### config.mk
export PLATFORM = sky130hd
export DESIGN_NAME = reg_writeback
export DESIGN_NICKNAME = d
export VERILOG_FILES = /design/src/rtl/wb_pkg.sv /design/src/rtl/wb_fifo.sv /design/src/rtl/reg_writeback.sv
export SDC_FILE = /design/constraint.sdc
export NUM_CORES = 1
export LEC_CHECK = 0
export CAP_MARGIN = 20
export CORE_ASPECT_RATIO = 1.75
export CORE_UTILIZATION = 60
export CTS_CLUSTER_SIZE = 8
export DETAILED_ROUTE_END_ITERATION = 12
export PLACE_DENSITY_LB_ADDON = 0.25
export SKIP_LAST_GASP = 1
export SLEW_MARGIN = 10
export SYNTH_ARGS = -nofsm -noshare
export SYNTH_HDL_FRONTEND = slang
export SYNTH_HIERARCHICAL = 1
export SYNTH_SLANG_ARGS = --single-unit
### constraint.sdc
create_clock -name clk -period 6.1 [get_ports clk]
set_input_delay 0.915 -clock clk [delete_from_list [all_inputs] [get_ports clk]]
set_output_delay 0.915 -clock clk [all_outputs]
set_load 0.02 [all_outputs]
### src/rtl/wb_pkg.sv
// Shared types and widths for the register write-back queue.
package wb_pkg;

   localparam int WB_ADDR_W = 3;
   localparam int WB_DATA_W = 8;

   typedef struct packed {
      logic [WB_ADDR_W-1:0] addr;
      logic [WB_DATA_W-1:0] data;
   } wb_entry_t;

endpackage

### src/rtl/wb_fifo.sv
// In-order FIFO of write-back entries; also exposes its contents oldest-first
// so the top level can search for the youngest matching register.
module wb_fifo
   import wb_pkg::*;
#(
   parameter int DEPTH = 4
) (
   input  logic                     clk,
   input  logic                     rst_n,
   input  logic                     push,
   input  wb_entry_t                push_entry,
   input  logic                     pop,
   output wb_entry_t                head,
   output logic [$clog2(DEPTH):0]   count,
   output wb_entry_t [DEPTH-1:0]    age_entries,
   output logic [DEPTH-1:0]         age_valid
);

   localparam int PTR_W = $clog2(DEPTH);
   localparam int CNT_W = PTR_W + 1;

   logic [PTR_W-1:0] head_ptr;
   logic [PTR_W-1:0] tail_ptr;
   wb_entry_t        mem [DEPTH];

   // Pointers are exactly PTR_W bits wide, so the power-of-two depth makes
   // the increment wrap on its own.
   always_ff @(posedge clk or negedge rst_n) begin
      if (!rst_n) begin
         head_ptr <= '0;
         tail_ptr <= '0;
         count    <= '0;
         for (int i = 0; i < DEPTH; i++) begin
            mem[i] <= '0;
         end
      end else begin
         if (push) begin
            mem[tail_ptr] <= push_entry;
            tail_ptr      <= tail_ptr + 1'b1;
         end
         if (pop) begin
            head_ptr <= head_ptr + 1'b1;
         end
         count <= count + CNT_W'(push) - CNT_W'(pop);
      end
   end

   assign head = mem[head_ptr];

   // Index 0 is the oldest entry; valid entries form a prefix of length count.
   always_comb begin
      age_entries = '0;
      age_valid   = '0;
      for (int i = 0; i < DEPTH; i++) begin
         age_entries[i] = mem[head_ptr + PTR_W'(i)];
         age_valid[i]   = (CNT_W'(i) < count);
      end
   end

endmodule

### src/rtl/reg_writeback.sv
// Register write-back queue: arbitrates ALU/load results into a FIFO, drains
// one write per cycle to the register file and answers pending-write lookups.
module reg_writeback
   import wb_pkg::*;
#(
   parameter int DEPTH  = 4,
   parameter int ADDR_W = WB_ADDR_W,
   parameter int DATA_W = WB_DATA_W
) (
   input  logic                   clk,
   input  logic                   rst_n,
   input  logic                   alu_valid,
   input  logic [ADDR_W-1:0]      alu_addr,
   input  logic [DATA_W-1:0]      alu_data,
   output logic                   alu_ready,
   input  logic                   mem_valid,
   input  logic [ADDR_W-1:0]      mem_addr,
   input  logic [DATA_W-1:0]      mem_data,
   output logic                   mem_ready,
   output logic [ADDR_W-1:0]      wr_addr,
   output logic                   wr_enable,
   output logic [DATA_W-1:0]      wr_data,
   input  logic [ADDR_W-1:0]      lookup_addr,
   output logic                   lookup_hit,
   output logic [DATA_W-1:0]      lookup_data,
   output logic [$clog2(DEPTH):0] count
);

   localparam int CNT_W = $clog2(DEPTH) + 1;

   logic                  full;
   logic                  alu_fire;
   logic                  mem_fire;
   logic                  push;
   wb_entry_t             push_entry;
   wb_entry_t             head;
   wb_entry_t [DEPTH-1:0] age_entries;
   logic [DEPTH-1:0]      age_valid;

   // Readiness looks only at the current count: a same-cycle pop never
   // frees a slot for a full queue.
   assign full      = (count == CNT_W'(DEPTH));
   assign alu_ready = !full;
   assign mem_ready = !full && !alu_valid;
   assign alu_fire  = alu_valid && alu_ready;
   assign mem_fire  = mem_valid && mem_ready;
   assign push      = alu_fire || mem_fire;

   always_comb begin
      push_entry = '0;
      if (alu_fire) begin
         push_entry.addr = alu_addr;
         push_entry.data = alu_data;
      end else begin
         push_entry.addr = mem_addr;
         push_entry.data = mem_data;
      end
   end

   wb_fifo #(.DEPTH(DEPTH)) u_fifo (
      .clk         (clk),
      .rst_n       (rst_n),
      .push        (push),
      .push_entry  (push_entry),
      .pop         (wr_enable),
      .head        (head),
      .count       (count),
      .age_entries (age_entries),
      .age_valid   (age_valid)
   );

   assign wr_enable = (count != '0);
   assign wr_addr   = wr_enable ? head.addr : '0;
   assign wr_data   = wr_enable ? head.data : '0;

   // Scanning oldest to youngest lets the last match overwrite earlier ones,
   // so the entry nearest the tail supplies the data.
   always_comb begin
      lookup_hit  = 1'b0;
      lookup_data = '0;
      for (int i = 0; i < DEPTH; i++) begin
         if (age_valid[i] && (age_entries[i].addr == lookup_addr)) begin
            lookup_hit  = 1'b1;
            lookup_data = age_entries[i].data;
         end
      end
   end

endmodule

After elaboration in Yosys (flattened, before gate mapping)
Cells that the tools add are included.

Register bits after elaboration: 51. Input port bits: 29. Output and inout port bits: 26.

$add $sub $neg: 6. Order comparisons: 10. Equal/unequal tests: 5. Muxes and demuxes: 26. Bitwise gates (word level): 5. Reduce and logical (&&, ||, !) cells: 12.

Operator list (number): 2-to-1 mux 11 bit (10); binary-select mux 11 bit (select 2 bit) (4); bitwise mux 44 bit (1); 2-to-1 mux 8 bit (5); demux 11 bit (select 2 bit) (1); greater-or-equal comparator 3 bit (second input constant) (5); NOT 2 -> 3 bit (5); equality test 3 bit (4); logical AND 1 bit (8); < comparator 1 x 3 -> 1 bit (first input constant) (2); < comparator 2 x 3 -> 1 bit (first input constant) (2); adder 2 x 1 -> 2 bit (second input constant) (2); adder 2 bit (second input constant) (2); 2-to-1 mux 1 bit (4); adder 3 x 1 -> 3 bit (1); equality test 3 bit (second input constant) (1); < comparator 3 x 1 -> 1 bit (second input constant) (1); 2-to-1 mux 3 bit (1); nonzero test 3 bit (1); subtractor 3 x 1 -> 3 bit (1); zero test 1 bit (2); logical OR 1 bit (1).

Depth between registers and ports, before layout
Gate-level depths: netlist of the first run.

Depth in word-level cells: 10. Depth in mapped cells: 11.

Cells and area by module
The synthesis of the first run kept the hierarchy.

By module, submodules not included: wb_fifo (times used 1, cells each 198, area each 3263.1 um^2, sequential area each 1276.2 um^2); reg_writeback (times used 1, cells each 116, area each 863.3 um^2, sequential area each 0.0 um^2).

Least setup slack after synthesis of the first run
Ideal clock, no wire load.

Kind: register to output. Start: reg u_fifo.head_ptr[0]. End: out lookup_data[0]. Arrival time: 2.309 ns. Required time: 5.185 ns. Slack: 2.876 ns. Stages on the path, launching flop included: 9. Cells stage by stage: dfrtp_1 buf_6 buf_12 mux4_2 xnor2_4 and4_1 buf_6 o221ai_1 a31oi_1.

RTL lines: from (decl) (RTL line wb_fifo.sv:22) `logic [PTR_W-1:0] head_ptr;`; from (signal assigned) (RTL line wb_fifo.sv:42) `head_ptr <= head_ptr + 1'b1;`; to (decl) (RTL line reg_writeback.sv:25) `output logic [DATA_W-1:0] lookup_data,`.

==> key figures, run 1 <==
Clocking
  • Clock sink total: 51
  • CTS H-tree depth: 2
  • Postcts setup bufs: 0
  • Bufs on Longest Clock Path: 2
  • Hold Buf Count CTS: 0
  • TritonCTS clock tree: yes
  • CTS buffer count: 5
  • Reg clk slew, reported paths: 70 ps
  • Clock root buffer: clkbuf_16
  • Clk_lat worst skew: 290 ps
  • Post-cts resize count: 0

Hold path
  • Hold Path Depth: 1
  • Worst min path class: reg2reg

Synthesis
  • Synth Register Bits: 51
  • Syn Std Cell Area: 4130 sq um
  • Post-synth EDFFs: 0
  • Cell count after synthesis: 314
  • Post-synth cell types: 35
  • Synth Net Count: 352
  • Commonest cells post-synth: mux2_2 (55), dfrtp_1 (51), mux4_2 (35)
  • Area share of the largest cell type after synthesis: 0.309
  • Ys async rst share: 1.00
  • Synth area leader: dfrtp_1
  • Warning count from the yosys run: 6
  • Top FF cell, synth: dfrtp_1
  • Dominant cell by count in the synthesized netlist: mux2_2
  • Top cells by area, synth: dfrtp_1 (31%), mux4_2 (19%), mux2_2 (15%)
  • Sequential share of the synthesized area: 0.309
  • Post-synthesis area per instance: 13.1 sq um

STA
  • Fin crit share: 0.776
  • Min cycle time layout: 4740 ps
  • Setup TNS: 0 ps
  • Slew @ Worst Pin: 742 ps
  • RSZ-0062 raised after global routing: no
  • Max-slew headroom: 0.504
  • Peak Freq: 211 MHz
  • Final setup viols: 0
  • Max Slew Vio Count: 0
  • Max Clock Skew: 8.20 ps
  • Final Hold Viols: 0

Final layout
  • Reg area: 1280 sq um
  • Share of layout cells above drive strength 1: 0.320
  • Antenna Cells: 0
  • Layout area overhead: 12.5%
  • Fillers: 494
  • Final net count: 381
  • Multi-input gate area: 2480 sq um

Critical path
  • Critical path class: reg2out
  • Register-to-register setup slack: 3810 ps
  • Cells along the critical path: buf_4, mux4_2, xnor2_1, and4_1, nand2_1, a31oi_1, clkdlybuf4s50_1
  • Critical path depth: 7
  • Worst r2r src: u_fifo/count[1]
  • Buffers and inverters on the worst path: 2
  • Worst setup EP type: primary output
  • Crit-path leading delay family: buffers and inverters
  • Crit-path max cell delay: 840 ps
  • Reg2Reg Depth: 9
  • Critical path launch point type: flop
  • Worst setup path end: lookup_data[0]
  • Critical Path AT: 3820 ps
  • Worst Setup SP: u_fifo/head_ptr[0]
  • Worst Path Required: 5180 ps
  • FF-to-FF End: u_fifo/count[2]
  • Crit Path Max Fanout: 27
  • Critical-path top delay cell: dfrtp_2

Drt
  • Router iterations before antenna repair: 4
  • Wire per inst: 20.9 um
  • Routed Antenna Nets: 0
  • Total routed wirelength: 8910 um
  • Iter 0 DRT Violations: 156
  • DR vias/cell: 6.64
  • DRC Markers: 0
  • Vias: 2830

Global route
  • Gr ovfl total: 0
  • Vias in the first global route: 2954
  • Pin count of the biggest net entering global routing: 31
  • GRT Overall Usage: 0.278
  • First-pass GRT wire length: 14900 um
  • Initial antenna violation count: 0

Outcome
  • Status: complete, no violations

Die
  • Die area: 7230 sq um
  • Die width: 64.7 um
  • Core area: 6590 sq um
  • Die Y: 112 um
  • Cell Rows: 39
  • Initial core utilization: 0.626
  • I/O Pins: 55

Place
  • PortBufs: 54
  • Dpl hpwl: 6460 um
  • GP Congestion: 0.881

Job
  • Max_cap viols: 0
## placed cells by master (no fill, tap or decap), types with 2 or more instances in the layout
cell type         n
a21oi_1           2
a311oi_1          2
a31oi_1           6
and4_1            2
buf_4             3
clkbuf_16         5
clkbuf_8          2
clkdlybuf4s50_1  53
dfrtp_1          49
dfrtp_2           2
ha_1              8
inv_1            13
mux2_2           55
mux4_1            9
mux4_2           35
nand2_1          24
nand3b_1          6
nand4_1           3
nor2_1            8
nor2b_1          11
nor4_1            8
o21ai_0           3
o221ai_1          6
o22ai_1           2
xnor2_1           8
xor2_1            6
xor2_2            3
## state kept, by name, indices dropped and copies added, names as in the netlist
register / cells
u_fifo/mem: 44
u_fifo/count: 3
u_fifo/head_ptr: 2
u_fifo/tail_ptr: 2
## cells by family after synthesis
| group | share of synthesized area |
|---|---|
| and+or+nand+nor | 0.0837 |
| muxes | 0.398 |
| AOI/OAI and AO/OA | 0.0370 |
| xor gates and xnor gates | 0.0522 |
| DFF | 0.309 |
| adders and majority gates | 0.0291 |
| buffers and inverters | 0.0904 |
## area by class of cell
type,instances,share of cell area
clock buffers,8,0.0337
inverters,13,0.0105
well taps,82,0.0221
repair buffers,58,0.125
multi-input cells,214,0.534
flip-flops and latches,51,0.275
## routing by layer
layer	GRT usage	wire length (um)
met1	0.319	3170
met4	0.126	262
met3	0.0389	466
met2	0.501	5000
met5	0	0
## metrics by stage
step           utilization  area [sq um]  hold slack, ps  instances  setup WS (ps)
2_1_floorplan            -          4130             491        314           2880
3_3_place_gp         0.678          4470             514        417           1720
3_5_place_dp         0.681          4490             523        418           1650
4_1_cts              0.705          4640             534        426           1370
5_1_grt              0.705          4640             562        426           1090
6_report             0.705          4640             539        426           1360
## worst min-delay path by stage
stage                            start                  to  slack (ps)
detailed placement  u_fifo/tail_ptr[0]  u_fifo/tail_ptr[0]         520
CTS                 u_fifo/tail_ptr[0]  u_fifo/tail_ptr[0]         530
global placement    u_fifo/tail_ptr[0]  u_fifo/tail_ptr[0]         510
floorplan           u_fifo/tail_ptr[0]  u_fifo/tail_ptr[0]         490
global route        u_fifo/tail_ptr[0]  u_fifo/tail_ptr[0]         560
finish              u_fifo/tail_ptr[0]  u_fifo/tail_ptr[0]         540
Power of run 1 is left out: the tool's default activity adds up to more than one toggle a clock period on the data nets, which glitch-free logic cannot reach.
==> run 2, diff against run 1 <==
--- a/config.mk
+++ b/config.mk
@@ -7,7 +7,7 @@
 export LEC_CHECK = 0
 export CAP_MARGIN = 20
 export CORE_ASPECT_RATIO = 1.75
-export CORE_UTILIZATION = 60
+export CORE_UTILIZATION = 51
 export CTS_CLUSTER_SIZE = 8
 export DETAILED_ROUTE_END_ITERATION = 12
 export PLACE_DENSITY_LB_ADDON = 0.25
==> constraint.sdc (replaced) <==
create_clock -name clk -period 4.05 [get_ports clk]
set_input_delay 0.6075 -clock clk [delete_from_list [all_inputs] [get_ports clk]]
set_output_delay 0.6075 -clock clk [all_outputs]
set_load 0.02 [all_outputs]
==> run 2 against run 1 <==
Compared with the run above:
- count of clock-buffer cells in the layout decreased by 2
- setup slack got worse by 1100 ps
- worst hold slack got worse by 250 ps
- first-iteration DRC count increased by 1.3%
- critical path depth decreased by 1
- sequential share of layout area decreased by 0.26 points
- final cell count increased by 2.6%
- flip-flop and latch count unchanged
==> key figures, run 2 (same netlist as run 1, synthesis figures left out) <==
Die
  • Initial core utilization: 0.525
  • Die Y: 121 um
  • Core area: 7860 sq um
  • Die area: 8470 sq um
  • Cell Rows: 43
  • I/O Pins: 55
  • Die width: 70.0 um

Clocking
  • Bufs on Longest Clock Path: 2
  • CTS H-tree depth: 2
  • Post-cts resize count: 0
  • Clk_lat worst skew: 290 ps
  • Clock sink total: 51
  • Reg clk slew, reported paths: 70 ps
  • Clock root buffer: clkbuf_16
  • Hold Buf Count CTS: 0
  • TritonCTS clock tree: yes
  • Postcts setup bufs: 0
  • CTS buffer count: 5

Final layout
  • Layout area overhead: 13.8%
  • Top Registers: u_fifo/mem (44), u_fifo/count (3)
  • Top reg by flops: u_fifo/mem
  • Most common cell after layout, fill and taps aside: mux2_2
  • Share of layout cells above drive strength 1: 0.329
  • Reg area: 1280 sq um
  • Multi-input gate area: 2480 sq um
  • Fillers: 665
  • Final net count: 384
  • Most frequent cells in the layout: mux2_2 (55), clkdlybuf4s50_1 (53), dfrtp_1 (49)
  • Max reg flops: 44
  • Fin cells: 437
  • Antenna Cells: 0

Critical path
  • Critical-path top delay cell: clkdlybuf4s50_1
  • Crit-path max cell delay: 640 ps
  • Critical path class: reg2out
  • Critical path launch point type: flop
  • Worst setup EP type: primary output
  • Worst Path Required: 3440 ps
  • Critical Path AT: 3210 ps
  • Cells along the critical path: mux4_2, xnor2_4, and4_1, o221ai_1, a31oi_1, clkdlybuf4s50_1
  • Crit Path Max Fanout: 14

Place
  • GP Congestion: 0.841
  • Dpl hpwl: 6380 um
  • PortBufs: 54
  • Placed cell count: 429

Drt
  • Wire per inst: 20.1 um
  • Total routed wirelength: 8780 um
  • Iter 0 DRT Violations: 158
  • Router iterations before antenna repair: 4
  • DRC Markers: 0
  • DR vias/cell: 6.38
  • Vias: 2789
  • Routed Antenna Nets: 0

STA
  • Fin crit share: 0.943
  • Max Clock Skew: 1.92 ps
  • Max-slew headroom: 0.501
  • Max Slew Vio Count: 0
  • Peak Freq: 262 MHz
  • RSZ-0062 raised after global routing: no
  • Final Hold Viols: 0
  • Setup TNS: 0 ps
  • Final setup viols: 0
  • Min cycle time layout: 3820 ps
  • Slew @ Worst Pin: 747 ps

Outcome
  • Status: complete, no violations

Global route
  • GRT Overall Usage: 0.224
  • Pin count of the biggest net entering global routing: 32
  • Vias in the first global route: 2896
  • Initial antenna violation count: 0
  • First-pass GRT wire length: 14600 um
  • Gr ovfl total: 0

Job
  • Max_cap viols: 0

Hold path
  • Worst min path class: in2async
run 2: changes by cell type in the layout (fill, tap and decap cells not counted):
cell and change:
buf_4 +3, bufinv_16 +1, clkbuf_1 -1, clkbuf_8 -1, clkinv_2 +1, dfrtp_2 -1
dfrtp_4 +1
run 2: cell type report:
class                   count  share of cell area
multi-input cells         214               0.528
clock inverters             2             0.00746
clock buffers               6              0.0296
repair buffers             61               0.128
inverters                  13              0.0104
well taps                  90              0.0240
flip-flops and latches     51               0.273
run 2: stage by stage:
stage	util	hold WS [ps]	setup slack [ps]	instance area, sq um
floorplan	-	312	1130	4130
global placement	0.573	521	442	4500
detailed placement	0.575	533	398	4520
CTS	0.597	300	151	4690
global route	0.598	322	17.6	4690
finish	0.598	284	232	4690
run 2: critical path, delay by kind of cell (launching register included):
family | cells | cell delay [ps]
buf+inv | 1 | 640
simple gates | 1 | 380
mux | 1 | 620
compound gates | 2 | 430
xor+xnor | 1 | 280
flops | 1 | 560
run 2: metal layers:
metal	track usage	vias to the layer above	routed length [um]
met5	0	-	0
met4	0.100	0	257
met3	0.0341	16	412
met2	0.388	90	4680
met1	0.273	1431	3430
li1	-	1252	-
run 2: final timing paths:
path / start / endpoint / slack (ps) / cells after the start
setup / recovery: u_fifo/head_ptr[0] / lookup_data[7] / 230 / 6
hold / removal: rst_n / u_fifo/count[1] / 280 / 1
hold reg to reg: u_fifo/tail_ptr[0] / u_fifo/tail_ptr[0] / 540 / 1
max in group asynchronous: rst_n / u_fifo/mem[16] / 3230 / 2
setup reg to reg: u_fifo/count[1] / u_fifo/count[2] / 1840 / 10
min in group clk: u_fifo/tail_ptr[0] / u_fifo/tail_ptr[0] / 540 / 1
Power of run 2 is left out for the same reason.
